[config.mk]
export PLATFORM = sky130hd
export DESIGN_NAME = stream_mux_rr
export DESIGN_NICKNAME = d
export VERILOG_FILES = /design/src/rtl/stream_mux_pkg.sv /design/src/rtl/rr_arbiter.sv /design/src/rtl/stream_mux_rr.sv
export SDC_FILE = /design/constraint.sdc
export NUM_CORES = 1
export LEC_CHECK = 0
export BUFFER_PORTS_ARGS = -buffer_cell sky130_fd_sc_hd__buf_2
export CORE_MARGIN = 10
export CORE_UTILIZATION = 47
export CTS_BUF_LIST = sky130_fd_sc_hd__clkbuf_8
export CTS_CLUSTER_SIZE = 16
export DETAILED_ROUTE_END_ITERATION = 8
export GPL_TIMING_DRIVEN = 0
export PLACE_DENSITY = 0.89
export SYNTH_ARGS = -nofsm -noshare
export SYNTH_HDL_FRONTEND = slang
export SYNTH_HIERARCHICAL = 1
export SYNTH_SLANG_ARGS = --single-unit
[constraint.sdc]
create_clock -name clk -period 3.15 [get_ports clk]
set_input_delay 0.4725 -clock clk [delete_from_list [all_inputs] [get_ports clk]]
set_output_delay 0.4725 -clock clk [all_outputs]
set_load 0.01 [all_outputs]
[src/rtl/stream_mux_pkg.sv]
// Shared types and helpers for the N-input valid/ready stream multiplexer.
package stream_mux_pkg;

  typedef enum logic {ARB, LOCKED} arb_state_e;

  function automatic int sel_width(input int n);
    return (n > 1) ? $clog2(n) : 1;
  endfunction

endpackage

[src/rtl/rr_arbiter.sv]
// Combinational arbiter: round-robin from a pointer, or fixed lowest-index priority.
module rr_arbiter #(
  parameter int N  = 4,
  parameter int SW = 2
) (
  input  logic [N-1:0]  req,
  input  logic [SW-1:0] pointer,
  input  logic          prio_mode,
  output logic [N-1:0]  grant,
  output logic [SW-1:0] grant_idx,
  output logic          any_grant
);

  logic [N-1:0] upper_mask;
  logic [N-1:0] req_upper;
  logic [N-1:0] search_vec;

  genvar gi;
  generate
    for (gi = 0; gi < N; gi++) begin : g_mask
      assign upper_mask[gi] = (SW'(gi) >= pointer);
    end
  endgenerate

  // Round-robin: prefer requests at or above the pointer, else wrap to the lowest one.
  assign req_upper  = req & upper_mask;
  assign search_vec = (!prio_mode && (|req_upper)) ? req_upper : req;
  assign grant      = search_vec & (~search_vec + N'(1));
  assign any_grant  = |req;

  always_comb begin
    grant_idx = '0;
    for (int i = N - 1; i >= 0; i--) begin
      if (search_vec[i]) grant_idx = SW'(i);
    end
  end

endmodule

[src/rtl/stream_mux_rr.sv]
// N:1 valid/ready stream merge with selectable round-robin / fixed-priority arbitration,
// optional packet lock on `last`, and a registered output stage.
module stream_mux_rr
  import stream_mux_pkg::*;
#(
  parameter int N            = 4,
  parameter int W            = 8,
  parameter int LOCK_ON_LAST = 1,
  localparam int SW          = sel_width(N)
) (
  input  logic           clk,
  input  logic           reset_n,
  input  logic [N*W-1:0] in_data,
  input  logic [N-1:0]   in_valid,
  input  logic [N-1:0]   in_last,
  output logic [N-1:0]   in_ready,
  input  logic           prio_mode,
  output logic [W-1:0]   out_data,
  output logic           out_valid,
  output logic           out_last,
  output logic [SW-1:0]  out_sel,
  input  logic           out_ready
);

  arb_state_e    state_reg, state_next;
  logic [SW-1:0] lock_idx_reg, lock_idx_next;
  logic [SW-1:0] ptr_reg, ptr_next;

  logic [N-1:0]  arb_grant;
  logic [SW-1:0] arb_idx;
  logic          arb_any;
  logic [N-1:0]  lock_onehot;
  logic [W-1:0]  chan_data [N];

  logic          locked;
  logic [N-1:0]  grant_vec;
  logic [SW-1:0] grant_idx;
  logic          load_en;
  logic          accept;
  logic          acc_last;
  logic          ends_grant;

  rr_arbiter #(
    .N  (N),
    .SW (SW)
  ) u_arbiter (
    .req       (in_valid),
    .pointer   (ptr_reg),
    .prio_mode (prio_mode),
    .grant     (arb_grant),
    .grant_idx (arb_idx),
    .any_grant (arb_any)
  );

  genvar gi;
  generate
    for (gi = 0; gi < N; gi++) begin : g_chan
      assign chan_data[gi]   = in_data[gi*W +: W];
      assign lock_onehot[gi] = (lock_idx_reg == SW'(gi));
    end
  endgenerate

  // A held lock ignores other requesters and prio_mode; an idle locked channel gives a bubble.
  assign locked    = (LOCK_ON_LAST != 0) && (state_reg == LOCKED);
  assign grant_vec = locked ? lock_onehot : (arb_any ? arb_grant : '0);
  assign grant_idx = locked ? lock_idx_reg : arb_idx;

  assign load_en    = !out_valid || out_ready;
  assign in_ready   = (reset_n && load_en) ? grant_vec : '0;
  assign accept     = |(in_valid & in_ready);
  assign acc_last   = in_last[grant_idx];
  assign ends_grant = (LOCK_ON_LAST == 0) || acc_last;

  always_comb begin
    state_next    = state_reg;
    lock_idx_next = lock_idx_reg;
    ptr_next      = ptr_reg;
    if (accept) begin
      if (ends_grant) begin
        state_next = ARB;
        ptr_next   = (grant_idx == SW'(N - 1)) ? '0 : grant_idx + 1'b1;
      end else begin
        state_next    = LOCKED;
        lock_idx_next = grant_idx;
      end
    end
  end

  always_ff @(posedge clk or negedge reset_n) begin
    if (!reset_n) begin
      state_reg    <= ARB;
      lock_idx_reg <= '0;
      ptr_reg      <= '0;
      out_valid    <= 1'b0;
      out_data     <= '0;
      out_last     <= 1'b0;
      out_sel      <= '0;
    end else begin
      state_reg    <= state_next;
      lock_idx_reg <= lock_idx_next;
      ptr_reg      <= ptr_next;
      if (load_en) begin
        out_valid <= accept;
        // Payload holds across empty cycles so it only ever changes with a new beat.
        if (accept) begin
          out_data <= chan_data[grant_idx];
          out_last <= acc_last;
          out_sel  <= grant_idx;
        end
      end
    end
  end

endmodule

==> flow_metrics.py <==
metrics = {
    "floorplanning": {
        "start_util": 0.496,
        "pin_count": 60,
        "die_w_um": 71.4,
        "rows": 18,
        "core_um2": 2500,
        "die_y_um": 71.4,
        "die-area_um2": 5100,
    },
    "synthesis": {
        "avgSynthCellArea_um2": 11.8,
        "ys_seq_area_frac": 0.343,
        "synth.distinct_cells": 41,
        "synth_area_um2": 1240,
        "synthesis.instances": 105,
        "syn_nets": 149,
        "synth-seq-cells": 17,
        "yosysWarnings": 6,
    },
    "cts": {
        "cts_setup_buffers": 0,
        "cts.path.max_buffers": 2,
        "cts_made_buffers": 3,
        "cts.sinks": 17,
        "cts_root_buf": "clkbuf_8",
        "clk_latency_ns": 0.26,
        "cts-htree-levels": 1,
        "cts_hold_buffers": 0,
        "clk_pin_slew_ns": 0.07,
        "cts_tree": "built",
        "cts-resized-gates": 0,
    },
    "grt": {
        "use_met3": 0.0895,
        "grt_overflow_total": 0,
        "grtUsageTotal": 0.151,
        "grtUsageMet2": 0.241,
        "grt_pass1_vias": 1318,
        "grt_busiest_layer": "met2",
        "grt_pass1_wl_um": 6290,
        "grt_max_degree": 19,
        "grt_use_met1": 0.166,
        "antenna_found_initial": 0,
    },
    "sta": {
        "worstMarginPinSlew_ns": 0.422,
        "timing.slew.headroom": 0.713,
        "final-setup-viol-count": 0,
        "maxSlewViolCount": 0,
        "min_period_ns": 2.61,
        "rsz0062_at_grt": "no",
        "finalCritPeriodShare": 0.829,
        "fin_worst_skew_ns": 0.00440,
        "setup_tns_ns": 0,
        "hold_ws_ns": 0.131,
        "finalHoldViolations": 0,
        "fmax_mhz": 383,
    },
    "place": {
        "port_buffers": 59,
        "dp_hpwl_um": 3180,
        "postPlaceCellArea_um2": 1570,
        "dp_cells": 194,
        "gp_congestion": 0.782,
    },
    "worst_setup_path": {
        "critPathArrivalTime_ns": 2.76,
        "critPathMaxStageDelay_ns": 0.52,
        "worst_path_max_delay_cell": "mux4_2",
        "end_kind": "flop",
        "cp_cell_sequence": "nand2b_1 -> or2_2 -> o221a_2 -> mux2i_2 -> buf_4 -> mux4_2 -> mux2_2",
        "start_kind": "flop",
        "reg2reg_slack_ns": 0.54,
        "critPathMaxFanout": 10,
        "cp.required_ns": 3.30,
        "crit_type": "reg2reg",
    },
    "pwr": {
        "p_leak_nw": 0.791,
        "powerDensity_nw_per_um2": 908,
        "vdd_ir_drop_max_mv": 0.584,
    },
    "run": {
        "maxCapViolations": 0,
    },
    "route": {
        "viasPerCell": 5.83,
        "dr.pass1.iters": 4,
        "routed_wirelength_um": 3810,
        "drtIter0Drc": 92,
        "ant_nets": 0,
        "wl_per_cell_um": 19.2,
        "drc": 0,
        "via_count": 1155,
    },
    "cells_and_area": {
        "stdcell_count": 198,
        "stdcell_area_um2": 1620,
        "nFillCells": 189,
        "nets": 213,
        "largest_reg_flops": 8,
        "syn2layout_area_growth_pct": 30.5,
        "top_register": "out_data",
        "n_antenna_cell": 0,
        "drive_gt1_frac": 0.571,
    },
    "hold_path": {
        "min-delay-path-class": "in2async",
    },
    "status": {
        "outcome": "finished, final reports clean",
    },
}
## final timing paths
path,from,end,cells after the start
worst min register to register,out_data[0],out_data[0],1
max in group asynchronous,reset_n,out_valid,1
worst max-delay path,ptr_reg[1],out_data[3],7
min in group clk,out_ready,out_valid,3
worst min-delay path,reset_n,out_data[5],1
worst max register to register,ptr_reg[1],out_data[3],7
## cell type report
class | instances | area (um^2) | area share
Buffer | 4 | 31.3 | 0.0193
Multi-Input combinational cell | 75 | 751 | 0.463
Timing Repair Buffer | 59 | 295 | 0.182
Sequential cell | 17 | 425 | 0.263
Clock buffer | 3 | 41.3 | 0.0255
Clock inverter | 1 | 5.00 | 0.00309
Tap cell | 30 | 37.5 | 0.0232
Inverter | 9 | 33.8 | 0.0208
## cells in the final DEF (no fill, tap or decap), types with 2 or more instances in the layout
cell / instances
buf_2: 60
o21ai_1: 2
nor2_1: 9
buf_4: 2
mux2_1: 2
mux2i_1: 3
mux2_4: 3
a21oi_1: 3
mux2_2: 6
a31oi_1: 2
o21ai_0: 2
clkbuf_8: 3
mux4_2: 9
inv_1: 9
nand2_1: 3
nand2b_1: 3
dfrtp_1: 17
and3b_1: 3
a32oi_1: 3
## synthesized netlist by cell type, drive strengths merged
master   n  share of area
mux2    11           0.11
inv      9          0.027
nand2    4          0.014
or3      1         0.0091
o21bai   1         0.0061
xor2     1         0.0071
a22o     1         0.0071
nand4    1         0.0050
a211oi   1          0.010
o211a    1         0.0081
dfrtp   17           0.34
mux4     9           0.16
and2b    1         0.0061
a21o     1         0.0061
a311oi   1          0.012
nor2     9          0.027
a31oi    3          0.027
a32oi    4          0.034
or2      1         0.0050
and3b    3          0.021
o221a    1         0.0091
and4bb   1          0.010
nand2b   3          0.015
nor2b    1         0.0050
o21a     1         0.0061
and3     1         0.0050
nor3b    1         0.0061
a21oi    3          0.012
buf      4          0.025
o21ai    5          0.023
mux2i    4          0.035
## where the power goes
| group | switching (mW) | internal [mW] |
|---|---|---|
| registers | 0.0858 | 0.332 |
| clock network | 0.0787 | 0.0880 |
| logic | 0.421 | 0.466 |
| total | 0.585 | 0.885 |
## worst max-delay path: cells and delay by family, from the launching register on
family | cells | cell delay, ns
mux | 3 | 1.15
simple gates | 2 | 0.46
flops | 1 | 0.44
buf+inv | 1 | 0.29
compound gates | 1 | 0.14
## per-stage QoR
stage / setup WS, ns / utilization / total power, mW
2_1_floorplan: 0.670 / - / 1.06
3_3_place_gp: 0.374 / 0.630 / 1.26
3_5_place_dp: 0.320 / 0.630 / 1.31
4_1_cts: 0.535 / 0.648 / 1.48
5_1_grt: 0.387 / 0.648 / 1.59
6_report: 0.540 / 0.648 / 1.47
## cell families after synthesis
logic type,after synthesis,share of synthesized area
XOR/XNOR,1,0.00706
multiplexers,24,0.307
flip-flops,17,0.343
AO/OA/AOI/OAI,23,0.161
AND/OR/NAND/NOR,27,0.129
buffers and inverters,13,0.0524
## routing by layer
| layer | vias up | share of wire |
|---|---|---|
| met5 | - | 0 |
| met4 | 0 | 0.0071 |
| met3 | 2 | 0.14 |
| met2 | 78 | 0.45 |
| met1 | 552 | 0.40 |
| li1 | 523 | - |
(Power assumes the default switching activity.)
